### src/rtl/aes_key_sched_ctrl_if.sv
// aes_key_sched_ctrl_if: key-load and round-key stream bundle for aes_key_sched_ctrl.
// Optional macro AES_KEY_STORE_EN adds the key-store read port (rd_addr, rd_key, store_valid).
//
// Handshake: a round-key beat transfers on a rising clk edge where rk_valid && rk_ready.
// While rk_valid is high and rk_ready is low, rk_out and rk_round hold stable; rk_valid
// never drops without a transfer except on rst.
interface aes_key_sched_ctrl_if;
    logic           start;
    logic [0:127]   key_in;
    logic           busy;
    logic           rk_valid;
    logic           rk_ready;
    logic [0:3]     rk_round;
    logic [0:127]   rk_out;
    logic           done;
`ifdef AES_KEY_STORE_EN
    logic [0:3]     rd_addr;
    logic [0:127]   rd_key;
    logic           store_valid;
`endif

    // Key-schedule controller side
    modport slave (
        input  start, key_in, rk_ready,
        output busy, rk_valid, rk_round, rk_out, done
`ifdef AES_KEY_STORE_EN
        ,
        input  rd_addr,
        output rd_key, store_valid
`endif
    );

    // Key loader / round datapath side
    modport master (
        output start, key_in, rk_ready,
        input  busy, rk_valid, rk_round, rk_out, done
`ifdef AES_KEY_STORE_EN
        ,
        output rd_addr,
        input  rd_key, store_valid
`endif
    );
endinterface

### src/rtl/aes_key_sched_ctrl.sv
// aes_key_sched_ctrl: AES-128 key expansion sequencer. Loads a cipher key and streams
// round keys 0..NR over a valid/ready interface, one per accepted beat.
// Optional macro AES_KEY_STORE_EN adds an 11-entry round-key store with a registered read port.
// dbg_state exposes the FSM state (0=IDLE, 1=EMIT, 2=FIN).
module aes_key_sched_ctrl #(
    parameter int NR = 10
) (
    input  logic                  clk,
    input  logic                  rst,
    aes_key_sched_ctrl_if.slave   bus,
    output logic [1:0]            dbg_state
);

    typedef enum logic [1:0] {
        IDLE = 2'd0,
        EMIT = 2'd1,
        FIN  = 2'd2
    } state_e;

    localparam logic [3:0] NR_L = 4'(NR);

    // AES forward S-box, byte i at bits [8*i +: 8] (byte 0 leftmost)
    localparam logic [0:2047] SBOX_TBL = {
        128'h637c777bf26b6fc53001672bfed7ab76,
        128'hca82c97dfa5947f0add4a2af9ca472c0,
        128'hb7fd9326363ff7cc34a5e5f171d83115,
        128'h04c723c31896059a071280e2eb27b275,
        128'h09832c1a1b6e5aa0523bd6b329e32f84,
        128'h53d100ed20fcb15b6acbbe394a4c58cf,
        128'hd0efaafb434d338545f9027f503c9fa8,
        128'h51a3408f929d38f5bcb6da2110fff3d2,
        128'hcd0c13ec5f974417c4a77e3d645d1973,
        128'h60814fdc222a908846eeb814de5e0bdb,
        128'he0323a0a4906245cc2d3ac629195e479,
        128'he7c8376d8dd54ea96c56f4ea657aae08,
        128'hba78252e1ca6b4c6e8dd741f4bbd8b8a,
        128'h703eb5664803f60e613557b986c11d9e,
        128'he1f8981169d98e949b1e87e9ce5528df,
        128'h8ca1890dbfe6426841992d0fb054bb16
    };

    function automatic logic [7:0] sbox(input logic [7:0] b);
        return SBOX_TBL[{b, 3'b000} +: 8];
    endfunction

    function automatic logic [7:0] rcon(input logic [3:0] r);
        logic [7:0] rc;
        case (r)
            4'd1:    rc = 8'h01;
            4'd2:    rc = 8'h02;
            4'd3:    rc = 8'h04;
            4'd4:    rc = 8'h08;
            4'd5:    rc = 8'h10;
            4'd6:    rc = 8'h20;
            4'd7:    rc = 8'h40;
            4'd8:    rc = 8'h80;
            4'd9:    rc = 8'h1b;
            4'd10:   rc = 8'h36;
            default: rc = 8'h00;
        endcase
        return rc;
    endfunction

    state_e         state_q, state_d;
    logic [0:127]   rk_out_q, rk_out_d;
    logic [3:0]     rk_round_q, rk_round_d;
    logic           rk_valid_q, rk_valid_d;
    logic           busy_q, busy_d;
    logic           done_q, done_d;

    logic           hs;
    logic [3:0]     rcon_round;
    logic [0:31]    w0, w1, w2, w3;
    logic [0:31]    rot_word, sub_word, t_word;
    logic [0:31]    n0, n1, n2, n3;
    logic [0:127]   next_key;

    assign hs = rk_valid_q && bus.rk_ready;

    // Round input to rcon: the round being produced, clamped so it never exceeds NR
    assign rcon_round = (rk_round_q < NR_L) ? (rk_round_q + 4'd1) : NR_L;

    assign w0 = rk_out_q[0:31];
    assign w1 = rk_out_q[32:63];
    assign w2 = rk_out_q[64:95];
    assign w3 = rk_out_q[96:127];

    assign rot_word = {w3[8:31], w3[0:7]};

    // Four byte S-box lookups forming SubWord
    for (genvar i = 0; i < 4; i++) begin : g_sbox
        assign sub_word[8*i +: 8] = sbox(rot_word[8*i +: 8]);
    end

    assign t_word   = sub_word ^ {rcon(rcon_round), 24'h000000};
    assign n0       = w0 ^ t_word;
    assign n1       = w1 ^ n0;
    assign n2       = w2 ^ n1;
    assign n3       = w3 ^ n2;
    assign next_key = {n0, n1, n2, n3};

`ifdef AES_KEY_STORE_EN
    logic [0:127]   store_q [0:10];
    logic [0:127]   rd_key_q, rd_key_d;
    logic           store_valid_q, store_valid_d;
`endif

    // Next-state, stream registers and status outputs
    always_comb begin
        state_d    = state_q;
        rk_out_d   = rk_out_q;
        rk_round_d = rk_round_q;
        rk_valid_d = rk_valid_q;
        busy_d     = busy_q;
        done_d     = 1'b0;
`ifdef AES_KEY_STORE_EN
        store_valid_d = store_valid_q;
`endif
        case (state_q)
            IDLE: begin
                if (bus.start) begin
                    state_d    = EMIT;
                    rk_out_d   = bus.key_in;
                    rk_round_d = 4'd0;
                    rk_valid_d = 1'b1;
                    busy_d     = 1'b1;
`ifdef AES_KEY_STORE_EN
                    store_valid_d = 1'b0;
`endif
                end
            end
            EMIT: begin
                if (hs) begin
                    if (rk_round_q == NR_L) begin
                        state_d    = FIN;
                        rk_valid_d = 1'b0;
                        busy_d     = 1'b0;
                        done_d     = 1'b1;
`ifdef AES_KEY_STORE_EN
                        store_valid_d = 1'b1;
`endif
                    end else begin
                        rk_out_d   = next_key;
                        rk_round_d = rk_round_q + 4'd1;
                    end
                end
            end
            FIN: begin
                state_d = IDLE;
            end
            default: begin
                state_d = IDLE;
            end
        endcase
    end

    // State and output registers with synchronous reset
    always_ff @(posedge clk) begin
        if (rst) begin
            state_q    <= IDLE;
            rk_out_q   <= '0;
            rk_round_q <= 4'd0;
            rk_valid_q <= 1'b0;
            busy_q     <= 1'b0;
            done_q     <= 1'b0;
        end else begin
            state_q    <= state_d;
            rk_out_q   <= rk_out_d;
            rk_round_q <= rk_round_d;
            rk_valid_q <= rk_valid_d;
            busy_q     <= busy_d;
            done_q     <= done_d;
        end
    end

`ifdef AES_KEY_STORE_EN
    // Registered read port; addresses beyond NR read as zero
    always_comb begin
        rd_key_d = '0;
        if (bus.rd_addr <= NR_L) begin
            rd_key_d = store_q[bus.rd_addr];
        end
    end

    // Store contents survive rst; store_valid tells the reader whether they are usable
    always_ff @(posedge clk) begin
        if (hs && !rst) begin
            store_q[rk_round_q] <= rk_out_q;
        end
    end

    // Read data and store-valid flag
    always_ff @(posedge clk) begin
        if (rst) begin
            rd_key_q      <= '0;
            store_valid_q <= 1'b0;
        end else begin
            rd_key_q      <= rd_key_d;
            store_valid_q <= store_valid_d;
        end
    end

    assign bus.rd_key      = rd_key_q;
    assign bus.store_valid = store_valid_q;
`endif

    assign bus.rk_out   = rk_out_q;
    assign bus.rk_round = rk_round_q;
    assign bus.rk_valid = rk_valid_q;
    assign bus.busy     = busy_q;
    assign bus.done     = done_q;
    assign dbg_state    = state_q;

endmodule

### src/flat_wrapper.sv
// flat-port wrapper written by rule: the top's interface ports become plain ports
module aes_key_sched_ctrl_flat 
#(
    parameter int NR = 10
)
  (clk, rst, dbg_state, bus_start, bus_key_in, bus_rk_ready, bus_busy, bus_rk_valid, bus_rk_round, bus_rk_out, bus_done);
  aes_key_sched_ctrl_if bus_i ();
  input  logic clk;
  input  logic rst;
  output logic [1:0] dbg_state;
  input wire logic [$bits(bus_i.start)-1:0] bus_start;
  input wire logic [$bits(bus_i.key_in)-1:0] bus_key_in;
  input wire logic [$bits(bus_i.rk_ready)-1:0] bus_rk_ready;
  output wire logic [$bits(bus_i.busy)-1:0] bus_busy;
  output wire logic [$bits(bus_i.rk_valid)-1:0] bus_rk_valid;
  output wire logic [$bits(bus_i.rk_round)-1:0] bus_rk_round;
  output wire logic [$bits(bus_i.rk_out)-1:0] bus_rk_out;
  output wire logic [$bits(bus_i.done)-1:0] bus_done;
  assign bus_i.start = bus_start;
  assign bus_i.key_in = bus_key_in;
  assign bus_i.rk_ready = bus_rk_ready;
  assign bus_busy = bus_i.busy;
  assign bus_rk_valid = bus_i.rk_valid;
  assign bus_rk_round = bus_i.rk_round;
  assign bus_rk_out = bus_i.rk_out;
  assign bus_done = bus_i.done;
  aes_key_sched_ctrl #(.NR(NR)) u_core (.clk(clk), .rst(rst), .bus(bus_i), .dbg_state(dbg_state));
endmodule
### config.mk
export PLATFORM = sky130hd
export DESIGN_NAME = aes_key_sched_ctrl_flat
export DESIGN_NICKNAME = d
export VERILOG_FILES = /design/src/rtl/aes_key_sched_ctrl_if.sv /design/src/rtl/aes_key_sched_ctrl.sv /design/src/flat_wrapper.sv
export SDC_FILE = /design/constraint.sdc
export NUM_CORES = 1
export LEC_CHECK = 0
export ABC_AREA = 1
export BUFFER_PORTS_ARGS = -buffer_cell sky130_fd_sc_hd__buf_2
export CAP_MARGIN = 25
export CORE_ASPECT_RATIO = 1.75
export CORE_MARGIN = 3
export CORE_UTILIZATION = 59
export DETAILED_ROUTE_END_ITERATION = 12
export HOLD_SLACK_MARGIN = 0.03
export PLACE_DENSITY = 0.81
export SYNTH_ARGS = -nofsm -noshare
export SYNTH_HDL_FRONTEND = slang
export SYNTH_SLANG_ARGS = --single-unit
### constraint.sdc
create_clock -name clk -period 5.56 [get_ports clk]
set_input_delay 1.39 -clock clk [delete_from_list [all_inputs] [get_ports clk]]
set_output_delay 1.39 -clock clk [all_outputs]
set_load 0.01 [all_outputs]
==> impl_metrics.env, run 1 <==
export IMPL_status="stopped before the end"
export IMPL_failed_stage="global routing (5_1_grt)"
export IMPL_firstError="[ERROR GRT-0116] Global routing finished with congestion. Check the congestion regions in the DRC Viewer."
export IMPL_ctsResizeCount=0
export IMPL_clockBufferDepth=2
export IMPL_synthCells=3938
export IMPL_cts_hold_buffers=0
export IMPL_synth_area_per_cell_um2=5.116
export IMPL_numCtsBuffers=17
export IMPL_grt_first_pass_wirelength_um=192600
export IMPL_htreeDepth=4
export IMPL_yosysSeqAreaShare_pct=13.51
export IMPL_std_cell_rows=88
export IMPL_post_cts_buffers=0
export IMPL_hpwl_um=81100
export IMPL_post_synth_num_cell_types=37
export IMPL_io_buffers=268
export IMPL_syn_num_nets=4134
export IMPL_gr_usage_all_layers_pct=67.65
export IMPL_gr_total_overflow=40
export IMPL_die_w_um=145.7
export IMPL_gp_congestion=1.283
export IMPL_grt_max_degree=164
export IMPL_ios=269
export IMPL_grt_pass1_vias=30050
export IMPL_synth_edff_count=0
export IMPL_start_util_pct=60.39
export IMPL_dp_cells=4446
export IMPL_synthArstFlopShare_pct=0
export IMPL_die_y_um=250.5
export IMPL_clock_sinks=136
export IMPL_ys_warn_count=0
export IMPL_syn_cell_area_um2=20150
export IMPL_synth_ff_type="dfxtp_1"
export IMPL_cts_root_buf="clkbuf_16"
export IMPL_ys_ff_latch=136
-- stage by stage --
step | hold WS [ps] | utilization, % | worst slack [ps] | instance area [um^2]
after detailed placement | 484.9 | 63.63 | 1911 | 21230
after floorplan | 509.5 | - | 2766 | 20150
after global placement | 476.9 | 63.55 | 1954 | 21200
after CTS | 496.9 | 65.42 | 1867 | 21830
-- per-layer routing --
layer / global-route usage [%] / overflow
met4: 73.27 / 14
met3: 45.18 / 0
met2: 90.09 / 26
met1: 64.49 / 0
met5: 18.24 / 0
-- logic make-up after synthesis --
logic type | after synthesis | share of synthesized area (%)
buffers and inverters | 487 | 10.60
and+or+nand+nor | 2802 | 59.76
xor gates and xnor gates | 8 | 0.3851
AOI/OAI and AO/OA | 441 | 11.73
adders and majority gates | 64 | 4.012
DFF | 136 | 13.51
-- synth_stat cells (18+ instances only) --
cell type,instances,share of area [%]
nand2_1,1305,24
nand3_1,1048,26
nor2_1,375,7.0
a21oi_1,245,6.1
inv_1,195,3.6
dfxtp_1,136,14
o21ai_0,117,2.9
clkbuf_1,112,2.1
buf_2,82,2.0
ha_1,63,3.9
o211ai_1,47,1.8
buf_4,30,1.1
buf_1,29,0.54
nand2_2,20,0.62
o21ai_1,18,0.45
==> run 2: changes to the inputs <==
CORE_ASPECT_RATIO = not set   (was 1.75)
CORE_UTILIZATION = 40   (was 59)
HOLD_SLACK_MARGIN = not set   (was 0.03)
PLACE_DENSITY = not set   (was 0.81)
PLACE_DENSITY_LB_ADDON = 0.15   (was not set)
==> run 2 against run 1 <==
Compared with the run above:
- the flow now finishes without violations
- synthesized cell count did not move
- area after synthesis stayed put
==> impl_metrics.env, run 2 <==
export IMPL_cp_data_required_time_ps=5960
export IMPL_yosysMostFrequentCell="nand2_1"
export IMPL_cts_tree="built"
export IMPL_min_from="u_core.bus.rk_out[30]"
export IMPL_viasPerCell=6.128
export IMPL_cts_clk_slew_worst_paths_ps=70
export IMPL_tns_ps=0
export IMPL_r2r_slack_ps=1530
export IMPL_p_int_mw=2.770
export IMPL_critPathArrivalTime_ps=4430
export IMPL_ctsResizeCount=0
export IMPL_hp_class="reg2reg"
export IMPL_final_period_utilization_pct=72.44
export IMPL_gp_congestion=1.109
export IMPL_p_sw_share_pct=54.33
export IMPL_syn_num_nets=4134
export IMPL_synth_edff_count=0
export IMPL_crit_start="u_core.bus.rk_out[119]"
export IMPL_clock_sinks=136
export IMPL_peakVddDrop_v=0.0001510
export IMPL_synth_ff_type="dfxtp_1"
export IMPL_hold_viol_final=0
export IMPL_synth_commonest_cells="1305 x nand2_1, 1048 x nand3_1, 375 x nor2_1"
export IMPL_clockBufferDepth=2
export IMPL_tightest_slew_ps=1004
export IMPL_gr_usage_all_layers_pct=38.34
export IMPL_hold_ws_ps=488.7
export IMPL_syn_cell_area_um2=20150
export IMPL_std_cell_rows=81
export IMPL_final_common_cell="nand2_1"
export IMPL_post_synth_num_cell_types=37
export IMPL_io_buffers=268
export IMPL_pwr_share_comb_pct=60.1
export IMPL_grt_max_degree=117
export IMPL_htreeDepth=4
export IMPL_synth_area_per_cell_um2=5.116
export IMPL_drt_initial_drc_count=4893
export IMPL_gr_total_overflow=0
export IMPL_r2r_start="u_core.bus.rk_out[119]"
export IMPL_p_leak_nw=10.97
export IMPL_ant_nets=0
export IMPL_period_minus_slack_ps=4027
export IMPL_grt_first_pass_wirelength_um=159800
export IMPL_pwr_share_seq_pct=19.7
export IMPL_post_cts_buffers=0
export IMPL_hpwl_um=76980
export IMPL_ys_warn_count=0
export IMPL_synth_area_leaders="nand3_1 26%, nand2_1 24%, dfxtp_1 14%"
export IMPL_multi_input_area_um2=15290
export IMPL_path_max_fanout=15
export IMPL_drtPass1Iterations=7
export IMPL_wl_per_cell_um=22.76
export IMPL_routed_wl_um=106700
export IMPL_core_um2=49360
export IMPL_dr_total_vias=28740
export IMPL_power_switching_mw=3.295
export IMPL_ff_latch_area_um2=2733
export IMPL_p_clk_share_pct=20.2
export IMPL_largest_register_ffs=128
export IMPL_grt_pass1_vias=25770
export IMPL_startpoint_type="flop"
export IMPL_ys_ff_latch=136
export IMPL_drive_above_1_share_pct=10.59
export IMPL_final_nets=4206
export IMPL_worstSetupEndpointType="flop"
export IMPL_slew_viol_final=0
export IMPL_numCtsBuffers=17
export IMPL_n_fill_cell=5804
export IMPL_setup_viol=0
export IMPL_synth_largest_area_cell="nand3_1"
export IMPL_rsz0062_at_grt="false"
export IMPL_skew_ps=14.67
export IMPL_slew_headroom_pct=33.01
export IMPL_die_area_um2=53100
export IMPL_synth_top_area_share_pct=26.03
export IMPL_clk_latency_ps=480
export IMPL_final_cell_mix="1303 x nand2_1, 1048 x nand3_1, 375 x nor2_1"
export IMPL_synthArstFlopShare_pct=0
export IMPL_start_util_pct=40.82
export IMPL_antenna_found_initial=6
export IMPL_crit_chain="inv_1 > ha_1 > nor2_1 > nor2_1 > nand2_1 > nand3_1 > nand3_1 > nand3_1 > nand2_1 > nand2_1 > nand2_1 > nand2_1 > nand2_1 > nand2_1 > nand2_1 > nand2_1 > nand2_1 > nand3_1 > nand2_1 > a21oi_1"
export IMPL_fin_util_pct=44.70
export IMPL_area_delta_synth_final_pct=9.496
export IMPL_die_w_um=230.4
export IMPL_crit_slowest_cell="dfxtp_1"
export IMPL_yosysSeqAreaShare_pct=13.51
export IMPL_cp_slowest_stage_delay_ps=820
export IMPL_ios=269
export IMPL_power_density_nw_per_um2=274.9
export IMPL_max_freq_mhz=248.3
export IMPL_drc=0
export IMPL_maxCapViolCount=0
export IMPL_die_y_um=230.4
export IMPL_status="complete, no violations"
export IMPL_path_class="reg2reg"
export IMPL_cts_root_buf="clkbuf_16"
export IMPL_cts_hold_buffers=0
export IMPL_synthCells=3938
export IMPL_crit_top_cell="nand2_1"
## run 2: cell counts after synthesis
No cell type changed its count.
## run 2: logic make-up (layout without fill, tap and decap cells)
logic type	count (synthesis)	count (layout)	share of synthesized area [%]
other	0	2	0
xor gates and xnor gates	8	8	0.3851
AOI/OAI and AO/OA	441	441	11.73
and+or+nand+nor	2802	2802	59.76
buffers and inverters	487	572	10.60
DFF	136	136	13.51
adders and majority gates	64	64	4.012
## run 2: cell type report
cell class | count | area share [%]
clock buffer | 18 | 1.991
timing repair buffer | 317 | 7.929
multi-input combinational | 3315 | 69.33
clock inverter | 14 | 0.6806
tap | 664 | 3.766
antenna | 2 | 0.02269
sequential | 136 | 12.39
inverter | 223 | 3.897
## run 2: worst max-delay path, delay by kind of cell (launching register included)
family,cells,cell delay [ps]
and+or+nand+nor,17,2020
DFF,1,820
adders and majority gates,1,570
buffers and inverters,1,410
AOI/OAI and AO/OA,1,120
## run 2: power by group through the flow
| stage | Combinational, mW | Clock (mW) | Sequential (mW) |
|---|---|---|---|
| floorplan | 2.39 | 0 | 1.21 |
| global placement | 3.54 | 0 | 1.21 |
| detailed placement | 3.49 | 0 | 1.22 |
| CTS | 3.51 | 1.23 | 1.19 |
| global route | 3.96 | 1.27 | 1.21 |
| finish | 3.64 | 1.22 | 1.20 |
## run 2: final timing paths
check	end	depth (start not counted)
worst max-delay path	u_core.bus.rk_out[110]	20
worst min-delay path	u_core.bus.rk_out[30]	2
worst max register to register	u_core.bus.rk_out[110]	20
worst min register to register	u_core.bus.rk_out[30]	2
## run 2: per-layer routing
metal | up-vias | track usage, % | wire length, um
met2 | 2238 | 58.02 | 44970
met1 | 12800 | 49.86 | 41250
met4 | 8 | 22.86 | 7701
li1 | 13210 | - | -
met5 | - | 0 | 46
met3 | 485 | 8.354 | 12750
## run 2: through the flow
step | instances | total power [mW] | setup WS [ps] | cell area (um^2)
final | 4689 | 6.065 | 1533 | 22060
after global routing | 4687 | 6.432 | 1350 | 22050
after CTS | 4687 | 5.931 | 1737 | 22050
after detailed placement | 4655 | 4.707 | 1757 | 21470
after global placement | 4654 | 4.754 | 1747 | 21450
after floorplan | 3938 | 3.601 | 2766 | 20150
(Power assumes the default switching activity.)
